$ cat src/rtl/lpf_iq_ctrl_if.sv
// lpf_iq_ctrl_if: mixer I/Q sample stream offered to the LPF sequencer.
interface lpf_iq_ctrl_if #(
   parameter int IN_W = 26
);
   logic                   in_valid;
   logic                   in_ready;
   logic signed [IN_W-1:0] in_i;
   logic signed [IN_W-1:0] in_q;

   modport master (
      output in_valid, in_i, in_q,
      input  in_ready
   );

   modport slave (
      input  in_valid, in_i, in_q,
      output in_ready
   );
endinterface

$ cat src/rtl/lpf_iq_ctrl.sv
// lpf_iq_ctrl: sample sequencer for the I/Q Costas-loop low-pass filters.
// Feeds both delay lines, then decimates and scales the filter results.
module lpf_iq_ctrl #(
   parameter int TAPS  = 43,
   parameter int IN_W  = 26,
   parameter int RES_W = 32,
   parameter int DECIM = 4,
   parameter int SHIFT = 8,
   parameter int OUT_W = 16
) (
   input  logic                    clk,
   input  logic                    rst,
   input  logic                    enable,
   input  logic                    flush,
   lpf_iq_ctrl_if.slave            mix,
   output logic                    lpf_push,
   output logic signed [IN_W-1:0]  lpf_data_i,
   output logic signed [IN_W-1:0]  lpf_data_q,
   input  logic signed [RES_W-1:0] lpf_out_i,
   input  logic signed [RES_W-1:0] lpf_out_q,
   output logic                    out_valid,
   output logic signed [OUT_W-1:0] out_i,
   output logic signed [OUT_W-1:0] out_q,
   output logic                    settled,
   output logic                    sat_flag
);

   localparam int CW = $clog2(TAPS + 1);
   localparam logic [CW-1:0] FULL = CW'(TAPS);
   localparam logic [CW-1:0] LAST = CW'(TAPS - 1);
   localparam logic [7:0] DLAST = 8'(DECIM - 1);
   localparam logic signed [RES_W-1:0] HI = RES_W'(2 ** (OUT_W - 1) - 1);
   localparam logic signed [RES_W-1:0] LO = -HI - 1;

   typedef enum logic [1:0] {IDLE, FILL, RUN, FLUSH} state_t;

   state_t         state, nxt;
   logic [CW-1:0]  fill_cnt, fl_cnt;
   logic [7:0]     dcnt;
   logic           cap;
   logic           flushing, full, accept;
   logic           real_push, emit, pick;
   logic [OUT_W:0] res_i, res_q;

   // MSB of the result flags a clipped value
   function automatic logic [OUT_W:0] scale(
      input logic signed [RES_W-1:0] v
   );
      logic signed [RES_W-1:0] s;
      s = v >>> SHIFT;
      if (s > HI)
         scale = {1'b1, HI[OUT_W-1:0]};
      else if (s < LO)
         scale = {1'b1, LO[OUT_W-1:0]};
      else
         scale = {1'b0, s[OUT_W-1:0]};
   endfunction

   assign flushing  = state == FLUSH;
   assign full      = fill_cnt == FULL;
   assign settled   = full;
   assign mix.in_ready =
      (state == FILL || state == RUN) && !flush;
   assign accept    = mix.in_valid && mix.in_ready;
   assign real_push = lpf_push && !flushing;
   assign emit      = cap && !flush && !flushing;
   assign pick      = emit && dcnt == 8'd0;
   assign res_i     = scale(lpf_out_i);
   assign res_q     = scale(lpf_out_q);

   always_ff @(posedge clk or negedge rst) begin
      if (!rst)
         state <= IDLE;
      else
         state <= nxt;
   end

   always_comb begin
      nxt = state;
      unique case (state)
         IDLE:
            if (enable) nxt = FILL;
         FILL:
            if (!enable) nxt = IDLE;
            else if (full) nxt = RUN;
         RUN:
            if (!enable) nxt = IDLE;
         FLUSH:
            if (fl_cnt == LAST)
               nxt = enable ? FILL : IDLE;
         default:
            nxt = IDLE;
      endcase
      if (flush) nxt = FLUSH;
   end

   always_ff @(posedge clk or negedge rst) begin
      if (!rst) begin
         lpf_push   <= 1'b0;
         lpf_data_i <= '0;
         lpf_data_q <= '0;
         fl_cnt     <= '0;
         fill_cnt   <= '0;
         cap        <= 1'b0;
         dcnt       <= '0;
         out_valid  <= 1'b0;
         out_i      <= '0;
         out_q      <= '0;
         sat_flag   <= 1'b0;
      end else begin
         lpf_push <= accept || nxt == FLUSH;
         if (accept) begin
            lpf_data_i <= mix.in_i;
            lpf_data_q <= mix.in_q;
         end else if (nxt == FLUSH) begin
            lpf_data_i <= '0;
            lpf_data_q <= '0;
         end
         fl_cnt <= (flushing && !flush) ? fl_cnt + 1'b1 : '0;
         // only results of pushes made on a full line qualify
         cap       <= real_push && full;
         out_valid <= pick;
         if (pick) begin
            out_i <= res_i[OUT_W-1:0];
            out_q <= res_q[OUT_W-1:0];
         end
         if (flush || flushing) begin
            fill_cnt <= '0;
            dcnt     <= '0;
            sat_flag <= 1'b0;
         end else begin
            if (real_push && !full)
               fill_cnt <= fill_cnt + 1'b1;
            if (emit)
               dcnt <= (dcnt == DLAST) ? '0 : dcnt + 1'b1;
            if (pick && (res_i[OUT_W] || res_q[OUT_W]))
               sat_flag <= 1'b1;
         end
      end
   end

endmodule
$ cat src/flat_wrapper.sv
// flat-port wrapper written by rule: the top's interface ports become plain ports
module lpf_iq_ctrl_flat 
#(
   parameter int TAPS  = 43,
   parameter int IN_W  = 26,
   parameter int RES_W = 32,
   parameter int DECIM = 4,
   parameter int SHIFT = 8,
   parameter int OUT_W = 16
)
  (clk, rst, enable, flush, lpf_push, lpf_data_i, lpf_data_q, lpf_out_i, lpf_out_q, out_valid, out_i, out_q, settled, sat_flag, mix_in_valid, mix_in_i, mix_in_q, mix_in_ready);
  lpf_iq_ctrl_if #(.IN_W(IN_W)) mix_i ();
  input  logic clk;
  input  logic rst;
  input  logic enable;
  input  logic flush;
  output logic lpf_push;
  output logic signed [IN_W-1:0] lpf_data_i;
  output logic signed [IN_W-1:0] lpf_data_q;
  input  logic signed [RES_W-1:0] lpf_out_i;
  input  logic signed [RES_W-1:0] lpf_out_q;
  output logic out_valid;
  output logic signed [OUT_W-1:0] out_i;
  output logic signed [OUT_W-1:0] out_q;
  output logic settled;
  output logic sat_flag;
  input wire logic [$bits(mix_i.in_valid)-1:0] mix_in_valid;
  input wire logic [$bits(mix_i.in_i)-1:0] mix_in_i;
  input wire logic [$bits(mix_i.in_q)-1:0] mix_in_q;
  output wire logic [$bits(mix_i.in_ready)-1:0] mix_in_ready;
  assign mix_i.in_valid = mix_in_valid;
  assign mix_i.in_i = mix_in_i;
  assign mix_i.in_q = mix_in_q;
  assign mix_in_ready = mix_i.in_ready;
  lpf_iq_ctrl #(.TAPS(TAPS), .IN_W(IN_W), .RES_W(RES_W), .DECIM(DECIM), .SHIFT(SHIFT), .OUT_W(OUT_W)) u_core (.clk(clk), .rst(rst), .enable(enable), .flush(flush), .mix(mix_i), .lpf_push(lpf_push), .lpf_data_i(lpf_data_i), .lpf_data_q(lpf_data_q), .lpf_out_i(lpf_out_i), .lpf_out_q(lpf_out_q), .out_valid(out_valid), .out_i(out_i), .out_q(out_q), .settled(settled), .sat_flag(sat_flag));
endmodule
$ cat config.mk
export PLATFORM = sky130hd
export DESIGN_NAME = lpf_iq_ctrl_flat
export DESIGN_NICKNAME = d
export VERILOG_FILES = /design/src/rtl/lpf_iq_ctrl_if.sv /design/src/rtl/lpf_iq_ctrl.sv /design/src/flat_wrapper.sv
export SDC_FILE = /design/constraint.sdc
export NUM_CORES = 1
export LEC_CHECK = 0
export BUFFER_PORTS_ARGS = -buffer_cell sky130_fd_sc_hd__buf_2
export CAP_MARGIN = 20
export CORE_UTILIZATION = 45
export CTS_BUF_LIST = sky130_fd_sc_hd__clkbuf_16
export CTS_CLUSTER_DIAMETER = 40
export DETAILED_ROUTE_END_ITERATION = 10
export PLACE_DENSITY = 0.76
export SLEW_MARGIN = 5
export SYNTH_ARGS = -nofsm -noshare
export SYNTH_HDL_FRONTEND = slang
export SYNTH_SLANG_ARGS = --single-unit
$ cat constraint.sdc
create_clock -name clk -period 2.63 [get_ports clk]
set_input_delay 0.3945 -clock clk [delete_from_list [all_inputs] [get_ports clk]]
set_output_delay 0.3945 -clock clk [all_outputs]
set_load 0.05 [all_outputs]
# Word level (Yosys, flattened, before mapping)
# Cells that the tools add are included.
[op_classes] n_lt_le_gt_ge=4 mux=23 reduce_logical=23 n_eq_ne=7 add_sub_neg=3
[op_table] cell="26-bit two-way mux" count=3
[op_table] cell="17-bit two-way mux" count=4
[op_table] cell="24-bit by 16-bit greater-than comparator with 1-bit output, second input constant" count=2
[op_table] cell="24-bit by 16-bit < comparator with 1-bit output, second input constant" count=2
[op_table] cell="8-bit two-way mux" count=3
[op_table] cell="6-bit two-way mux" count=3
[op_table] cell="6-bit by 1-bit adder with 6-bit output, second input constant" count=2
[op_table] cell="6-bit == test, second input constant" count=2
[op_table] cell="2-bit two-way mux" count=6
[op_table] cell="1-bit logical AND" count=10
[op_table] cell="8-bit by 1-bit adder with 8-bit output, second input constant" count=1
[op_table] cell="8-bit by 2-bit == test with 1-bit output, second input constant" count=1
[op_table] cell="8-bit logical NOT" count=1
[op_table] cell="2-bit one-hot mux with 4 select lines" count=1
[op_table] cell="2-bit nonzero test" count=4
[op_table] cell="2-bit == test, second input constant" count=3
[op_table] cell="1-bit logical OR" count=4
[op_table] cell="1-bit logical NOT" count=3
[op_table] cell="1-bit two-way mux" count=3
[op_table] cell="2-bit by 1-bit == test with 1-bit output, second input constant" count=1
[op_table] cell="2-bit logical NOT" count=1
[word_totals] ff_bits=110 wordCells=72 out_inout_bits=89 input_bits=121

# Depth between registers and ports, before layout
# Gate-level depths: netlist (run 1).
[logic_depth] word_depth=8 mapped_depth=8 depth_no_buf=7

# Worst setup path after synthesis (run 1)
# No wires, ideal clock.
[synth_timing] kind="register to register" startpoint="register u_core.state[0]" endpoint="register u_core.lpf_data_i[25]" path_stages_with_launch=9 path_slack_ns=0.189 setup_ns=0.077 path_buffers=2 synth_period_minus_slack_ns=2.441 arrival_time_ns=2.365 t_required_ns=2.553 cell_sequence="dfrtp_1 > inv_1 > ha_1 > nor2b_1 > and2_1 > clkbuf_1 > clkbuf_1 > nand2_1 > o21ai_1"
[synth_between] word_cells_on_any_way=17 classes_between="4 x eq/ne; 8 x mux; 5 x reduce/logical"
[synth_rtl] item="start, declared" line="lpf_iq_ctrl.sv:37" rtl="state_t state, nxt;"
[synth_rtl] item="start signal, assigned" line="lpf_iq_ctrl.sv:75" rtl="state <= nxt;"
[synth_rtl] item="2-bit by 1-bit == test with 1-bit output or 2-bit == test (tied branches)" line="lpf_iq_ctrl.sv:63" rtl="(state == FILL || state == RUN) && !flush;"
[synth_rtl] item="1-bit logical OR *" line="lpf_iq_ctrl.sv:63"
[synth_rtl] item="1-bit logical AND *" line="lpf_iq_ctrl.sv:63"
[synth_rtl] item="via mix_in_ready" line="flat_wrapper.sv:30" rtl="output wire logic [$bits(mix_i.in_ready)-1:0] mix_in_ready;"
[synth_rtl] item="1-bit logical AND *" line="lpf_iq_ctrl.sv:64" rtl="assign accept = mix.in_valid && mix.in_ready;"
[synth_rtl] item="26-bit two-way mux or 2-bit nonzero test (tied branches)"
[synth_rtl] item="end signal, assigned" line="lpf_iq_ctrl.sv:113" rtl="lpf_data_i <= mix.in_i;"
[synth_rtl] item="end, declared" line="lpf_iq_ctrl.sv:17" rtl="output logic signed [IN_W-1:0] lpf_data_i,"
# Mark *: on every way through the listed nets, which the timed path passes. The rest lies on a longest branch.
# A chain may end at the register's enable or synchronous reset.

# Worst setup path after layout (run 1)
[layout_timing] startpoint="register u_core.dcnt[3]" endpoint="register u_core.out_q[1]"
[layout_between] elab_chain_cells=2
[layout_lines] item="start, declared" line="lpf_iq_ctrl.sv:39" rtl="logic [7:0] dcnt;"
[layout_lines] item="start signal, assigned" line="lpf_iq_ctrl.sv:135" rtl="dcnt <= (dcnt == DLAST) ? '0 : dcnt + 1'b1;"
[layout_lines] item="8-bit logical NOT" line="lpf_iq_ctrl.sv:67" rtl="assign pick = emit && dcnt == 8'd0;"
[layout_lines] item="1-bit logical AND" line="lpf_iq_ctrl.sv:67"
[layout_lines] item="end signal, assigned" line="lpf_iq_ctrl.sv:125" rtl="out_q <= res_q[OUT_W-1:0];"
[layout_lines] item="end, declared" line="lpf_iq_ctrl.sv:23" rtl="output logic signed [OUT_W-1:0] out_q,"
# Every way passes these cells.

==> impl_metrics.ini, run 1 <==
[worst_setup_path]
cp.arrival_ns = 2.57
crit_buf_inv = 1
cpPeakStageDelay_ns = 0.58
path_cells = or4_1, nor3_4, nand4_4, buf_4, nand2_1, o21ai_1
path_class = flip-flop to flip-flop
crit_slowest_cell = or4_1
path_delay_family = simple AND/OR/NAND/NOR gates
cp-end-kind = flip-flop
startpoint_type = flip-flop
cp_max_fo = 34
crit_required_ns = 2.86

[global_routing]
antenna_found_initial = 0
grt_max_degree = 54
grtUsageTotal_pct = 22.1
grt_pass1_wl_mm = 19.7
grt_pass1_vias = 4317
grt_overflow = 0

[floorplan]
start_util_pct = 46.3
coreArea_mm2 = 0.0103
dieHeight_um = 105
die_w_um = 105
ios = 210
die_area_mm2 = 0.0110
num_rows = 37

[placement]
portBuffers = 193
dpl-instance-area_mm2 = 0.00590
hpwl_mm = 8.30
gp_congestion = 0.767

[flow_run]
drv_cap = 0

[clocking]
ctsHoldBuffers = 0
clockBufferDepth = 2
cts_resized = 0
clk_pin_slew_ns = 0.07
clk_latency_ns = 0.35
post_cts_buffers = 0
cts_made_buffers = 9
cts_tree = yes
cts.htree.levels = 3
ctsRootBufferMaster = clkbuf_16
clock-sinks = 110

[yosys]
synth-seq-area-share_pct = 57.5
synth_area_mm2 = 0.00478
ys_types = 37
syn_inst = 512
postSynthAreaPerCell_um2 = 9.34
async_flop_share_pct = 100
synth_edf_count = 0
synth_nets = 642
synth_ff_type = dfrtp_1
yosysWarnings = 0
synth-seq-cells = 110

[sta]
post-route-min-period_ns = 2.34
finalSetupViolCount = 0
fin_crit_sh_pct = 89.1
slew_viol_final = 0
rsz0062_at_grt = false
slew_headroom_pct = 28.3
skew_ns = 0.00874
worst_pin_slew_ns = 1.08
clock.fmax_mhz = 427
tns_ns = 0
hold_viol_final = 0

[detailed_routing]
num_vias = 4348
drtAntennaViolNets = 0
via_per_inst = 5.18
post-route-drc-count = 0
avgRoutedWirePerCell_um = 14.0
drt_iter0_markers = 306
drt_wl_total_mm = 11.7
drt-pass1-iter-count = 5

[cells_and_area]
final_util_pct = 59.9
regArea_mm2 = 0.00275
drive_above_1_share_pct = 32.4
multi_input_area_mm2 = 0.00188
fill_cells = 875
final_nets = 829
area_growth_pct = 29.4
design_area_mm2 = 0.00619
diodes = 0

[status]
status = finished clean

[power]
p_per_area_mw_per_mm2 = 940
power_leakage_nw = 3.21
ir_drop_v = 0.000656
power_mw = 5.82

[min_path]
hold_class = input pin to asynchronous set/reset pin
[path summary, 6_finish.rpt]
path / start / endpoint / slack [ns] / cells past startpoint
hold reg to reg: u_core.out_q[5]$_DFFE_PN0P_ / u_core.out_q[5]$_DFFE_PN0P_ / 0.48 / 2
setup reg to reg: u_core.dcnt[3]$_DFFE_PN0P_ / u_core.out_q[1]$_DFFE_PN0P_ / 0.29 / 6
min in group clk: mix_in_i[3] / u_core.lpf_data_i[3]$_DFFE_PN0P_ / 0.25 / 3
setup / recovery: u_core.dcnt[3]$_DFFE_PN0P_ / u_core.out_q[1]$_DFFE_PN0P_ / 0.29 / 6
max in group asynchronous: rst / u_core.out_q[0]$_DFFE_PN0P_ / 1.84 / 2
hold / removal: rst / u_core.fill_cnt[2]$_DFFE_PN0P_ / 0.03 / 1
[layout by cell type, fill, tap and decap left out, types with 3 or more instances in the layout]
| cell type | count |
|---|---|
| xor2_1 | 7 |
| nor2b_1 | 3 |
| mux2i_1 | 3 |
| nand2_1 | 144 |
| buf_4 | 11 |
| ha_1 | 9 |
| and3_1 | 4 |
| nor3_1 | 3 |
| xnor2_1 | 3 |
| nor4_1 | 5 |
| mux2_2 | 3 |
| buf_2 | 192 |
| inv_1 | 9 |
| o21ai_1 | 32 |
| o21ai_0 | 87 |
| a22o_1 | 4 |
| nand4_1 | 7 |
| nand3_1 | 9 |
| nor2_1 | 16 |
| a21oi_1 | 10 |
| clkbuf_16 | 9 |
| dfrtp_1 | 110 |
[Yosys cell counts (4+ instances only)]
master / number / area [um2]
nand2_1: 144 / 541
dfrtp_1: 110 / 2750
o21ai_0: 87 / 435
o21ai_1: 32 / 160
clkbuf_1: 17 / 63.8
nor2_1: 16 / 60.1
a21oi_1: 10 / 50.1
ha_1: 9 / 113
nand3_1: 9 / 45.0
inv_1: 8 / 30.0
nand4_1: 7 / 43.8
xor2_1: 7 / 61.3
buf_2: 6 / 30.0
clkbuf_2: 5 / 25.0
nor4_1: 5 / 31.3
a22o_1: 4 / 35.0
and3_1: 4 / 25.0
[power breakdown]
group | switching, mW | internal [mW] | leakage (nW)
registers | 0.194 | 1.99 | 1.51
logic | 1.78 | 0.527 | 1.56
clock network | 0.599 | 0.732 | 0.144
total | 2.57 | 3.25 | 3.21
[final cells by class]
type | count | area share (%)
well taps | 136 | 2.75
inverters | 8 | 0.485
repair buffers | 204 | 17.2
clock buffers | 9 | 3.64
multi-input cells | 366 | 30.4
flip-flops and latches | 110 | 44.5
clock inverters | 7 | 1.03
[registers in the layout, indices dropped and copies added (netlist names)]
name / cells
u_core.lpf_data_q: 26
u_core.out_valid: 1
u_core.dcnt: 8
u_core.lpf_data_i: 26
u_core.fl_cnt: 6
u_core.cap: 1
u_core.out_q: 16
u_core.out_i: 16
u_core.state: 2
u_core.fill_cnt: 6
u_core.sat_flag: 1
u_core.lpf_push: 1
[routing by layer]
metal  track usage [%]  share of wire (%)  up-vias
met5                 0                  0        -
met4              7.75                1.6        0
met3              6.74                7.4       17
met2              37.3                 50      172
met1              26.8                 42     2063
li1                  -                  -     2096
[logic make-up after synthesis]
logic type	count (synthesis)	share of synthesized area, %
simple gates	206	19.2
fa+ha+maj	9	2.35
buf+inv	36	3.11
mux	6	1.33
compound gates	135	14.6
flops	110	57.5
xor+xnor	10	1.83
[through the flow]
| step | setup slack, ns | std cells | hold slack, ns |
|---|---|---|---|
| after floorplan | 0.189 | 512 | 0.0989 |
| after global placement | 0.392 | 824 | 0.409 |
| after detailed placement | 0.291 | 824 | 0.411 |
| after CTS | 0.264 | 840 | 0.0417 |
| after global routing | 0.122 | 840 | 0.0663 |
| final | 0.287 | 840 | 0.0321 |
Power figures use the tool's default switching activity.
==> inputs of run 2 (changes only) <==
ABC_AREA = 1   (was unset)
MAX_ROUTING_LAYER = met4   (was unset)
PLACE_DENSITY = 0.74   (was 0.76)
==> run 2 against run 1 <==
Net effect: combinational power shrank 93%; global-route usage down 0.69 points; first-iteration DRC count fell by 28%; via count grew 2.8%; critical path type is now flip-flop to output port; largest power group is now registers.
==> impl_metrics.ini, run 2 <==
[yosys]
synth_commonest_cells = 169 x nand2_1, 110 x dfrtp_1, 43 x nor2_1
synth.most_common_cell = nand2_1
postSynthAreaPerCell_um2 = 9.33
synth_edf_count = 0
synth_ff_type = dfrtp_1
synth_top_area_cell = dfrtp_1
synthTopCellsByArea = dfrtp_1 53%, nand2_1 12%, nand3_2 7.9%, nor2_1 3.1%, inv_1 2.4%
async_flop_share_pct = 100
ys_types = 32
synth_top_area_share_pct = 52.7
syn_inst = 560
synth-seq-cells = 110
synth_nets = 690
synth_area_mm2 = 0.00523
synth-seq-area-share_pct = 52.7
yosysWarnings = 0

[flow_run]
drv_cap = 0

[clocking]
cts_tree = yes
cts_resized = 0
clockBufferDepth = 2
clk_pin_slew_ns = 0.06
clock-sinks = 110
cts_made_buffers = 9
ctsHoldBuffers = 0
ctsRootBufferMaster = clkbuf_16
post_cts_buffers = 0
clk_latency_ns = 0.35
cts.htree.levels = 3

[detailed_routing]
post-route-drc-count = 0
drtAntennaViolNets = 0
via_per_inst = 5.01
avgRoutedWirePerCell_um = 13.7
drt_wl_total_mm = 12.2
num_vias = 4470
drt-pass1-iter-count = 4
drt_iter0_markers = 221

[cells_and_area]
final_common_cell = buf_2
largest_registers = u_core.lpf_data_i: 26 flops, u_core.lpf_data_q: 26 flops
most-common-layout-cells = 192 x buf_2, 169 x nand2_1, 110 x dfrtp_1, 43 x nor2_1, 41 x nand3_2
final_util_pct = 58.6
area_growth_pct = 24.3
diodes = 0
final_nets = 878
drive_above_1_share_pct = 37.0
layout.cells.non_filler = 892
fill_cells = 957

[floorplan]
start_util_pct = 47.2
num_rows = 38
dieHeight_um = 110
die_area_mm2 = 0.0120
ios = 210
coreArea_mm2 = 0.0111
die_w_um = 110

[global_routing]
grt_max_degree = 54
grt_pass1_wl_mm = 19.3
grt_pass1_vias = 4332
grt_overflow = 0
grtUsageTotal_pct = 21.4
antenna_found_initial = 0

[sta]
finalSetupViolCount = 0
rsz0062_at_grt = false
clock.fmax_mhz = 502
slew_headroom_pct = 51.8
worst_pin_slew_ns = 0.720
skew_ns = 0.00491
hold_viol_final = 0
tns_ns = 0
fin_crit_sh_pct = 75.8
slew_viol_final = 0
post-route-min-period_ns = 1.99

[placement]
portBuffers = 193
gp_congestion = 0.817
dp.cells = 877
hpwl_mm = 9.19

[worst_setup_path]
crit_required_ns = 2.24
cp.arrival_ns = 1.60
rr_worst_depth = 8
startpoint_type = flip-flop
r2r-end = u_core.out_q[4]$_DFFE_PN0P_
reg2reg_setup_slack_ns = 0.73
cp_max_fo = 4
path_class = flip-flop to output port
cp-end-kind = output port
r2r-start = u_core.state[0]$_DFF_PN0_

[status]
status = finished clean

[min_path]
hold_class = input pin to asynchronous set/reset pin

[power]
p_per_area_mw_per_mm2 = 486
power_leakage_nw = 3.59
ir_drop_v = 0.000350
==> run 2: changes by cell type after synthesis, moves of 8 or more <==
cell | previous run | this run
clkbuf_1 | 17 | 7
nand3_2 | 0 | 41
nand2_2 | 0 | 8
nand3_1 | 9 | 24
inv_1 | 8 | 33
nor2_1 | 16 | 43
o21ai_1 | 32 | 11
nand2_1 | 144 | 169
o21ai_2 | 0 | 11
a21oi_1 | 10 | 21
o21ai_0 | 87 | 18
==> run 2: cell families (layout without fill, tap and decap cells) <==
kind of cell / after synthesis / after routing / share of synthesized area, %
flops: 110 / 110 / 52.7
fa+ha+maj: 9 / 9 / 2.16
compound gates: 66 / 66 / 7.28
buf+inv: 59 / 251 / 6.66
simple gates: 308 / 308 / 29.9
xor+xnor: 8 / 8 / 1.34
==> run 2: cell type report <==
| cell class | count | area (um2) | share of cell area, % |
|---|---|---|---|
| Sequential cell | 110 | 2750 | 42.4 |
| Timing Repair Buffer | 200 | 1030 | 15.9 |
| Inverter | 36 | 135 | 2.08 |
| Tap cell | 140 | 175 | 2.70 |
| Multi-Input combinational cell | 391 | 2120 | 32.7 |
| Clock inverter | 6 | 48.8 | 0.751 |
| Clock buffer | 9 | 225 | 3.47 |
==> run 2: report_power, final <==
group / total (mW) / internal (mW) / switching (mW) / leakage, nW
sequential: 1.70 / 1.69 / 0.00337 / 1.52
combinational: 0.163 / 0.0729 / 0.0896 / 1.93
clock: 1.30 / 0.717 / 0.581 / 0.148
==> run 2: how the worst max path moves through the flow <==
stage                                                    to  depth (start not counted)                 startpoint  slack [ns]
after floorplan           u_core.lpf_data_i[15]$_DFFE_PN0P_                          9  u_core.state[0]$_DFF_PN0_        0.26
after global placement          u_core.out_q[0]$_DFFE_PN0P_                          8  u_core.state[0]$_DFF_PN0_        0.80
after detailed placement       u_core.out_q[10]$_DFFE_PN0P_                          5              lpf_out_q[30]        0.75
after CTS                                      mix_in_ready                          5  u_core.state[0]$_DFF_PN0_        0.62
after global routing      u_core.lpf_data_i[17]$_DFFE_PN0P_                         11  u_core.state[0]$_DFF_PN0_        0.49
final                                          mix_in_ready                          5  u_core.state[0]$_DFF_PN0_        0.64
==> run 2: worst max-delay path: stages, from the launching register on <==
cell,delay (ns)
dfrtp_1,0.39
inv_1,0.11
ha_1,0.30
inv_1,0.04
nor2_1,0.13
buf_2,0.29
==> run 2: stage by stage <==
step	hold WS, ns	instance area (um2)	worst slack (ns)	power [mW]
3_5_place_dp	0.462	6220	0.747	1.90
3_3_place_gp	0.461	6220	0.799	1.89
6_report	0.0732	6490	0.637	3.16
5_1_grt	0.109	6490	0.492	3.28
2_1_floorplan	0.0989	5230	0.256	1.76
4_1_cts	0.0893	6490	0.615	3.20
==> run 2: routing by layer <==
layer	vias up	GRT usage, %	share of wire [%]
li1	2184	-	-
met1	2085	23.8	42
met2	174	35.3	48
met3	27	6.76	7.7
met4	0	9.62	2.5
met5	-	-	0
